[src/rtl/vga_draw_arbiter_pkg.sv]
// Shared definitions for the VGA draw arbiter: FSM states and default screen size.
package vga_draw_arbiter_pkg;

  typedef enum logic [1:0] {
    ST_IDLE,
    ST_LOAD,
    ST_SCAN,
    ST_DONE
  } state_e;

  localparam int SCR_W_DEF = 160;
  localparam int SCR_H_DEF = 120;

endpackage

[src/rtl/vga_draw_arbiter_rect_scanner.sv]
// Latches a rectangle and walks it row by row, one pixel per clock, with
// off-screen pixels suppressed on the registered plot strobe.
module rect_scanner
  import vga_draw_arbiter_pkg::*;
#(
  parameter int SZ_BITS = 4,
  parameter int SCR_W   = SCR_W_DEF,
  parameter int SCR_H   = SCR_H_DEF
) (
  input  logic               clk50,
  input  logic               reset,
  input  logic               load_i,
  input  logic               run_i,
  input  logic [7:0]         x_i,
  input  logic [6:0]         y_i,
  input  logic [SZ_BITS-1:0] w_i,
  input  logic [SZ_BITS-1:0] h_i,
  input  logic [2:0]         colour_i,
  output logic               empty_o,
  output logic               last_o,
  output logic [7:0]         vga_x_o,
  output logic [6:0]         vga_y_o,
  output logic [2:0]         vga_colour_o,
  output logic               vga_plot_o
);

  logic [7:0]         org_x_q;
  logic [6:0]         org_y_q;
  logic [SZ_BITS-1:0] w_q, h_q, dx_q, dy_q;
  logic [2:0]         colour_q;
  logic [7:0]         vga_x_q;
  logic [6:0]         vga_y_q;
  logic [2:0]         vga_colour_q;
  logic               vga_plot_q;

  // One spare bit on each sum so edge-of-screen origins clip instead of wrapping.
  logic [8:0] sum_x_d;
  logic [7:0] sum_y_d;
  logic       dx_end_d, dy_end_d;

  assign sum_x_d  = {1'b0, org_x_q} + 9'(dx_q);
  assign sum_y_d  = {1'b0, org_y_q} + 8'(dy_q);
  assign dx_end_d = (dx_q == w_q - SZ_BITS'(1));
  assign dy_end_d = (dy_q == h_q - SZ_BITS'(1));

  assign empty_o      = (w_q == '0) || (h_q == '0);
  assign last_o       = dx_end_d && dy_end_d;
  assign vga_x_o      = vga_x_q;
  assign vga_y_o      = vga_y_q;
  assign vga_colour_o = vga_colour_q;
  assign vga_plot_o   = vga_plot_q;

  always_ff @(posedge clk50) begin
    if (reset) begin
      org_x_q      <= '0;
      org_y_q      <= '0;
      w_q          <= '0;
      h_q          <= '0;
      dx_q         <= '0;
      dy_q         <= '0;
      colour_q     <= '0;
      vga_x_q      <= '0;
      vga_y_q      <= '0;
      vga_colour_q <= '0;
      vga_plot_q   <= 1'b0;
    end else begin
      if (load_i) begin
        org_x_q  <= x_i;
        org_y_q  <= y_i;
        w_q      <= w_i;
        h_q      <= h_i;
        colour_q <= colour_i;
        dx_q     <= '0;
        dy_q     <= '0;
      end
      if (run_i) begin
        vga_x_q      <= sum_x_d[7:0];
        vga_y_q      <= sum_y_d[6:0];
        vga_colour_q <= colour_q;
        vga_plot_q   <= (sum_x_d < 9'(SCR_W)) && (sum_y_d < 8'(SCR_H));
        if (dx_end_d) begin
          dx_q <= '0;
          dy_q <= dy_q + SZ_BITS'(1);
        end else begin
          dx_q <= dx_q + SZ_BITS'(1);
        end
      end else begin
        vga_plot_q <= 1'b0;
      end
    end
  end

endmodule

[src/rtl/vga_draw_arbiter.sv]
// Round-robin owner of the VGA plot port: picks a requester, scans its
// rectangle through rect_scanner and pulses done when it is finished.
module vga_draw_arbiter
  import vga_draw_arbiter_pkg::*;
#(
  parameter int NUM_REQ = 3,
  parameter int SZ_BITS = 4,
  parameter int SCR_W   = SCR_W_DEF,
  parameter int SCR_H   = SCR_H_DEF
) (
  input  logic                       clk50,
  input  logic                       reset,
  input  logic [NUM_REQ-1:0]         req,
  input  logic [8*NUM_REQ-1:0]       req_x,
  input  logic [7*NUM_REQ-1:0]       req_y,
  input  logic [SZ_BITS*NUM_REQ-1:0] req_w,
  input  logic [SZ_BITS*NUM_REQ-1:0] req_h,
  input  logic [3*NUM_REQ-1:0]       req_colour,
  output logic [NUM_REQ-1:0]         grant,
  output logic [NUM_REQ-1:0]         done,
  output logic [7:0]                 vga_x,
  output logic [6:0]                 vga_y,
  output logic [2:0]                 vga_colour,
  output logic                       vga_plot,
  output logic                       busy
);

  localparam int IW = (NUM_REQ > 1) ? $clog2(NUM_REQ) : 1;

  state_e               state_q;
  logic [IW-1:0]        ptr_q, sel_q;
  logic [NUM_REQ-1:0]   grant_q, done_q;

  logic [7:0]           rx [NUM_REQ];
  logic [6:0]           ry [NUM_REQ];
  logic [SZ_BITS-1:0]   rw [NUM_REQ];
  logic [SZ_BITS-1:0]   rh [NUM_REQ];
  logic [2:0]           rc [NUM_REQ];

  for (genvar gi = 0; gi < NUM_REQ; gi++) begin : g_unpack
    assign rx[gi] = req_x[8*gi +: 8];
    assign ry[gi] = req_y[7*gi +: 7];
    assign rw[gi] = req_w[SZ_BITS*gi +: SZ_BITS];
    assign rh[gi] = req_h[SZ_BITS*gi +: SZ_BITS];
    assign rc[gi] = req_colour[3*gi +: 3];
  end

  // Rotate so the pointer sits at bit 0, take the lowest set bit, rotate back.
  logic [NUM_REQ-1:0] req_rot_d;
  logic [IW:0]        off_d, win_sum_d;
  logic [IW-1:0]      win_d;
  logic               arb_go_d;

  assign req_rot_d = NUM_REQ'({req, req} >> ptr_q);

  always_comb begin
    off_d = '0;
    for (int k = NUM_REQ - 1; k >= 0; k--) begin
      if (req_rot_d[k]) off_d = (IW+1)'(k);
    end
    win_sum_d = {1'b0, ptr_q} + off_d;
    if (win_sum_d >= (IW+1)'(NUM_REQ)) win_sum_d = win_sum_d - (IW+1)'(NUM_REQ);
    win_d = win_sum_d[IW-1:0];
  end

  // While done is still showing, the finished requester may not have dropped req yet.
  assign arb_go_d = (state_q == ST_IDLE) && (|req) && !(|done_q);

  logic scan_empty, scan_last;

  rect_scanner #(
    .SZ_BITS (SZ_BITS),
    .SCR_W   (SCR_W),
    .SCR_H   (SCR_H)
  ) u_scanner (
    .clk50        (clk50),
    .reset        (reset),
    .load_i       (arb_go_d),
    .run_i        (state_q == ST_SCAN),
    .x_i          (rx[win_d]),
    .y_i          (ry[win_d]),
    .w_i          (rw[win_d]),
    .h_i          (rh[win_d]),
    .colour_i     (rc[win_d]),
    .empty_o      (scan_empty),
    .last_o       (scan_last),
    .vga_x_o      (vga_x),
    .vga_y_o      (vga_y),
    .vga_colour_o (vga_colour),
    .vga_plot_o   (vga_plot)
  );

  always_ff @(posedge clk50) begin
    if (reset) begin
      state_q <= ST_IDLE;
      ptr_q   <= '0;
      sel_q   <= '0;
      grant_q <= '0;
      done_q  <= '0;
    end else begin
      done_q <= '0;
      case (state_q)
        ST_IDLE: begin
          if (arb_go_d) begin
            sel_q   <= win_d;
            grant_q <= NUM_REQ'(1) << win_d;
            state_q <= ST_LOAD;
          end
        end
        ST_LOAD: begin
          ptr_q   <= (sel_q == IW'(NUM_REQ - 1)) ? '0 : sel_q + IW'(1);
          state_q <= scan_empty ? ST_DONE : ST_SCAN;
        end
        ST_SCAN: begin
          if (scan_last) state_q <= ST_DONE;
        end
        ST_DONE: begin
          done_q  <= grant_q;
          grant_q <= '0;
          state_q <= ST_IDLE;
        end
        default: state_q <= ST_IDLE;
      endcase
    end
  end

  assign grant = grant_q;
  assign done  = done_q;
  assign busy  = (state_q != ST_IDLE);

endmodule

[config.mk]
export PLATFORM = sky130hd
export DESIGN_NAME = vga_draw_arbiter
export DESIGN_NICKNAME = d
export VERILOG_FILES = /design/src/rtl/vga_draw_arbiter_pkg.sv /design/src/rtl/vga_draw_arbiter_rect_scanner.sv /design/src/rtl/vga_draw_arbiter.sv
export SDC_FILE = /design/constraint.sdc
export NUM_CORES = 1
export LEC_CHECK = 0
export ABC_AREA = 1
export ABC_CLOCK_PERIOD_IN_PS = 6500
export CORE_UTILIZATION = 52
export DETAILED_ROUTE_END_ITERATION = 6
export PLACE_DENSITY = 0.86
export RECOVER_POWER = 25
export SETUP_SLACK_MARGIN = 0.1
export SYNTH_ARGS = -nofsm -noshare
export SYNTH_HDL_FRONTEND = slang
export SYNTH_SLANG_ARGS = --single-unit
[constraint.sdc]
create_clock -name clk50 -period 6.5 [get_ports clk50]
set_input_delay 1.3 -clock clk50 [delete_from_list [all_inputs] [get_ports clk50]]
set_output_delay 1.3 -clock clk50 [all_outputs]
set_load 0.02 [all_outputs]
---- Word-level counts from Yosys, hierarchy flattened ----
Index checks and enable logic that the tools add are counted.
word-level totals
  register bits after elaboration ......... 65
  input bits .............................. 83
  output and inout port bits .............. 26
operators by class
  add/subtract/negate cells ............... 9
  magnitude comparators ................... 4
  equality and inequality tests ........... 8
  shift operators ......................... 2
  multiplexer cells ....................... 32
  bitwise logic cells ..................... 3
  reduce and logical (&&, ||, !) cells .... 19
operators with widths
  cell                                                        number
  two-way mux 4 bit                                           10
  binary-select mux 4 bit (select 2 bit)                      2
  binary-select mux 8 bit (select 2 bit)                      1
  two-way mux 8 bit                                           2
  two-way mux 3 bit                                           5
  binary-select mux 7 bit (select 2 bit)                      1
  two-way mux 7 bit                                           2
  two-way mux 2 bit                                           5
  adder 8 x 4 -> 9 bit                                        1
  less-than comparator 9 x 8 -> 1 bit, second input constant  1
  adder 4 x 1 -> 4 bit, second input constant                 2
  adder 7 x 4 -> 8 bit                                        1
  == test 4 bit                                               2
  zero test 4 bit                                             2
  less-than comparator 8 x 7 -> 1 bit, second input constant  1
  one-hot mux 2 bit (4 select lines)                          1
  subtractor 4 x 1 -> 4 bit, second input constant            2
  binary-select mux 3 bit (select 2 bit)                      1
  == test 2 bit, second input constant                        3
  one-hot mux 3 bit (2 select lines)                          1
  AND reduction 2 bit                                         3
  nonzero test 2 bit                                          3
  OR reduction 3 bit                                          2
  >> shifter 6 x 2 -> 3 bit                                   1
  other kinds (16)                                            22

---- Longest topological paths before layout ----
  depth after elaboration ................. 11
  gate-level depth with buffers ........... 21
  gate-level depth less buffers ........... 20

---- Cells and area by module ----
From an unflattened synthesis, not the netlist that was laid out.
unflattened totals
  cells, all modules ...................... 602
  area total of the unflattened synthesis .. 4038.9 um^2
modules (own cells, without submodules)
  module            times used  cells an instance  area an instance (um^2)  sequential area each (um^2)
  rect_scanner      1           380                2725.1                   1061.0
  vga_draw_arbiter  1           222                1313.8                   240.2

---- Least setup slack after synthesis ----
Ideal clock, no wire load.
  kind .................................... input to register
  start ................................... input req[2]
  end ..................................... register grant_q[1], in the netlist grant[1]
  library setup time ...................... 0.128 ns
  arrival ................................. 3.656 ns
  required time ........................... 6.372 ns
  setup slack ............................. 2.716 ns
  cell stages on the path ................. 18
  cell sequence ........................... o21ai_0 > nand2_1 > o21ai_0 > inv_1 > nor2_1 > ha_1 > inv_1 > fa_1 > inv_2 > ha_1 > nor2_2 > nand2_2 > a21oi_4 > inv_2 > buf_6 > buf_6 > a31oi_1 > nor2_1
between the ends
  cells in the longest elaborated chain, start to end .. 10
ends and longest elaborated chain
  item                                                                            line                     text
  start: declaration                                                              vga_draw_arbiter.sv:13   input logic [NUM_REQ-1:0] req,
  >> shifter 6 x 2 -> 3 bit                                                       vga_draw_arbiter.sv:54   assign req_rot_d = NUM_REQ'({req, req} >> ptr_q);
  two-way mux 2 bit                                                               vga_draw_arbiter.sv:59   if (req_rot_d[k]) off_d = (IW+1)'(k);
  two-way mux 3 bit (2 in series)                                                 vga_draw_arbiter.sv:59
  adder 2 x 3 -> 3 bit                                                            vga_draw_arbiter.sv:61   win_sum_d = {1'b0, ptr_q} + off_d;
  greater-or-equal comparator 3 x 2 -> 1 bit or subtractor 2 bit (tied branches)  vga_draw_arbiter.sv:62   if (win_sum_d >= (IW+1)'(NUM_REQ)) win_sum_d = win_sum_d - (IW+1)'(NUM_REQ);
  two-way mux 2 bit                                                               vga_draw_arbiter.sv:62
  << shifter 1 x 2 -> 3 bit                                                       vga_draw_arbiter.sv:106  grant_q <= NUM_REQ'(1) << win_d;
  two-way mux 3 bit                                                               vga_draw_arbiter.sv:104  if (arb_go_d) begin
  one-hot mux 3 bit (2 select lines)                                              vga_draw_arbiter.sv:102  case (state_q)
  end signal: assignment                                                          vga_draw_arbiter.sv:106
  end: declaration                                                                vga_draw_arbiter.sv:32   logic [NUM_REQ-1:0] grant_q, done_q;
Parallel ways exist; a longest one is shown, timed or not. The select of a mux whose other input is x is not followed.
A chain may end at the register's enable or synchronous reset.

---- Final worst setup path ----
  start ................................... input req[0]
  end ..................................... register u_scanner.org_y_q[2]
between the ends
  cells in the longest elaborated chain, start to end .. 11
ends and longest elaborated chain
  item                                                                            line                                 text
  >> shifter 6 x 2 -> 3 bit                                                       vga_draw_arbiter.sv:54
  two-way mux 2 bit                                                               vga_draw_arbiter.sv:59
  two-way mux 3 bit (2 in series)                                                 vga_draw_arbiter.sv:59
  adder 2 x 3 -> 3 bit                                                            vga_draw_arbiter.sv:61
  greater-or-equal comparator 3 x 2 -> 1 bit or subtractor 2 bit (tied branches)  vga_draw_arbiter.sv:62
  two-way mux 2 bit                                                               vga_draw_arbiter.sv:62
  NOT 2 -> 3 bit (implied by the code)                                            vga_draw_arbiter.sv:81               .y_i (ry[win_d]),
  binary-select mux 7 bit (select 2 bit)                                          vga_draw_arbiter.sv:81
  two-way mux 7 bit (implied by the code) (2 in series)                           vga_draw_arbiter.sv:81
  end signal: assignment                                                          vga_draw_arbiter_rect_scanner.sv:69  org_y_q <= y_i;
  end: declaration                                                                vga_draw_arbiter_rect_scanner.sv:28  logic [6:0] org_y_q;
Parallel ways exist; a longest one is shown, timed or not. The select of a mux whose other input is x is not followed.

==> key figures <==
Power
  – Clock share of power: roughly an eighth
  – Sw Share: 51.30%
  – Lkg Pwr: 0.002334 uW
  – Power share of the sequential group: 25.0%
  – PwrDens: around 460 mW/mm^2
  – Logic pwr share: between 60% and 70%
  – Peak supply drop: between 0.3 and 0.4 mV
  – Pint: about 1200 uW
  – Psw: around 1200 uW

Critical path
  – CP required: 6.78 ns
  – Reg-to-Reg Start: ptr_q[0]
  – CP most frequent cell: nand2_1
  – Startpoint type of the worst setup path: input pin
  – CP Capture Type: flop
  – Setup CP Type: in -> reg
  – Worst Path Arrival: approximately 5.0 ns
  – Worst path cell trace: clkdlybuf4s50_1, inv_1, nand2_1, o21ai_0, nand2_1, o21ai_0, inv_1, nor2_1, ha_1, inv_1, fa_1, inv_2, ha_1, nor3_2, o21ai_4, buf_4, inv_2, nand2_1, nand2_1, nand2_1, a21oi_1
  – Crit path launch: req[0]
  – Slowest-stage cell, CP: fa_1
  – Worst path max stage delay: between 0.5 and 0.6 ns
  – Worst Path Max Fanout: 47

STA
  – Worst-margin pin slew: 0.8477 ns
  – Tcrit/Tclk final: 73.08%
  – Final setup margin: ~1.7 ns
  – Max-slew headroom: between 40 and 50%
  – Final TNS setup: 0 ns
  – Final Max Slew Viols: 0
  – Endpoints failing setup: 0
  – Fin. Hold Viols: 0
  – Unrepaired setup endpoints after global routing: false
  – Minimum clock period: roughly 4.8 ns
  – Clock Skews: a little over 0.009 ns
  – Fmax: 0.2105 GHz

Synthesis
  – Post-synth net total: a little under 700
  – Gate Count Post-Synth: ~600
  – Warnings from Yosys: 0
  – Register area share after synthesis: between 30% and 40%
  – Synth Register Bits: 65
  – Mapped Area: 0.003909 mm^2
  – Avg Cell Area, Syn: 6.705 um^2
  – Post-synth cell types: 32

GRT
  – Global-route usage over all layers: between 30 and 40%
  – First-pass GRT wire length: 18,160 um
  – Initial antenna violation count: 0
  – Vias in the first global route: 4,020
  – Largest net degree at the start of global routing: 48
  – GRT overflow: 0

Worst hold path
  – Hold WC Path Type: reg -> reg
  – Hold Crit Start: u_scanner.vga_y_o[3]

CTS
  – Max H-tree Level: 3
  – CTS max path bufs: 2
  – Clock Sinks: 65
  – Cts hold-fix bufs: 0
  – Clock slew at reported path FFs: 0.07 ns
  – Resized cells post-CTS: 0
  – Post-CTS Setup Bufs: 0
  – CTS buffer count: 9
  – Worst skew pair latency: 0.35 ns
  – CTS tree: built
  – Clk root buf: clkbuf_8

Die
  – Initial Util: 53.89%
  – Die Wd: slightly below 90 um
  – DIE AREA: between 0.007 and 0.008 mm^2
  – Total core area: approximately 0.0073 mm^2
  – Die H: 88.70 um
  – # rows: 31
  – Ports: about 110

Detailed routing
  – Routed wire length: approximately 11,000 um
  – DRC Markers: 0
  – 1st-iter DRT viols: about 440
  – Post-route ant nets: 0
  – Via count: 4,297
  – Vias/cell: ~5.5
  – Initial DRT Pass Iterations: 5
  – Routed len/inst: between 10 and 15 um

Placed design
  – I/O Buffers: between 100 and 150
  – Setup WS pre-CTS: roughly 1.4 ns
  – GPL Wtd Cong: just over 0.9
  – Post-DP HPWL: 8222 um

Status
  – Status: finished, final reports clean

Finish
  – Most frequent cells in the layout: nand2_1 (160), clkdlybuf4s50_1 (90), dfxtp_1 (65)
  – Area growth, synth to finish: 32.17%
  – Final #Nets: 782
  – Commonest non-fill, non-tap cell in the layout: nand2_1
  – Layout cells sized above 1: between 4 and 5%
  – Antenna cells: 0

Flow run
  – MaxCap Viol Count: 0
[path summary, 6_finish.rpt]
kind / endpoint / slack (ns) / depth (start not counted)
hold / removal: u_scanner.vga_y_o[3] / 0.46 / 2
setup / recovery: u_scanner.org_y_q[2] / 1.75 / 21
hold reg to reg: u_scanner.vga_y_o[3] / 0.46 / 2
setup reg to reg: u_scanner.org_y_q[2] / 2.73 / 19
[cell type report]
cell class,count,area [um^2]
multi-input cells,432,2235
fillers,588,2087
flip-flops and latches,65,1301
repair buffers,111,1104
inverters,59,221.5
clock buffers,11,151.4
well taps,99,123.9
clock inverters,5,30.03
[layer usage]
metal | wire (um) | share of wire (%) | vias up | track usage [%]
met1 | 4878 | 44 | 1965 | 39.20
met2 | 5247 | 48 | 205 | 50.42
li1 | - | - | 2109 | -
met5 | 0 | 0 | - | 0
met3 | 703 | 6.4 | 18 | 4.104
met4 | 172 | 1.6 | 0 | 11.58
[cells in the mapped netlist, drive strengths merged]
master | n | area [um^2]
nand3 | 50 | 250.2
mux2i | 2 | 20.02
a22o | 5 | 43.79
inv | 59 | 221.5
a21oi | 40 | 211.5
clkbuf | 11 | 41.29
nor2 | 50 | 192.7
fa | 3 | 60.06
xor2 | 5 | 43.79
a31oi | 20 | 125.1
xnor2 | 6 | 52.55
nand2 | 161 | 606.8
ha | 18 | 225.2
o21ai | 50 | 254.0
or2 | 2 | 12.52
dfxtp | 65 | 1301
nor3 | 3 | 20.02
o22ai | 3 | 18.77
buf | 16 | 117.6
nand4 | 8 | 50.05
a211oi | 1 | 7.510
o21bai | 1 | 7.510
and2 | 4 | 25.02
[cells by family (layout without fill, tap and decap cells)]
group	count (synthesis)	in the layout	synth area share, %
AND/OR/NAND/NOR	278	278	29.61
flip-flops	65	65	33.29
adder cells (fa/ha/maj)	21	21	7.298
XOR/XNOR	11	11	2.465
buffers and inverters	86	186	9.731
AO/OA/AOI/OAI	120	120	17.09
multiplexers	2	2	0.5122
[state kept, by name (all words and copies together), names as in the netlist]
name                    cells
u_scanner.org_x_q           8
u_scanner.vga_x_o           8
u_scanner.org_y_q           7
u_scanner.vga_y_o           7
u_scanner.dx_q              4
u_scanner.dy_q              4
u_scanner.h_q               4
u_scanner.w_q               4
done                        3
grant                       3
u_scanner.colour_q          3
u_scanner.vga_colour_o      3
ptr_q                       2
sel_q                       2
state_q                     2
u_scanner.vga_plot_o        1
[per-stage QoR]
| step | hold WS (ns) | std cells | util (%) | total power (uW) | area, um^2 |
|---|---|---|---|---|---|
| 2_1_floorplan | 0.4372 | 583 | - | 1783 | 3909 |
| 3_3_place_gp | 0.4507 | 766 | 68.73 | 2003 | 4985 |
| 3_5_place_dp | 0.4493 | 766 | 68.73 | 2070 | 4985 |
| 4_1_cts | 0.4671 | 782 | 71.23 | 2384 | 5166 |
| 5_1_grt | 0.4920 | 782 | 71.23 | 2616 | 5166 |
| 6_report | 0.4573 | 782 | 71.23 | 2398 | 5166 |
[critical path: cells and delay by family]
| kind | cells | cell delay, ns |
|---|---|---|
| compound gates | 4 | 0.54 |
| fa+ha+maj | 3 | 0.88 |
| buf+inv | 7 | 1.39 |
| simple gates | 7 | 0.91 |
[power groups by stage]
stage,clock [uW],combinational (uW),sequential [uW]
final,311,1490,600
after global routing,335,1670,613
after CTS,313,1470,597
after detailed placement,0,1460,605
after global placement,0,1400,601
after floorplan,0,1170,610
Note: power is estimated with default switching activity, not from simulation.
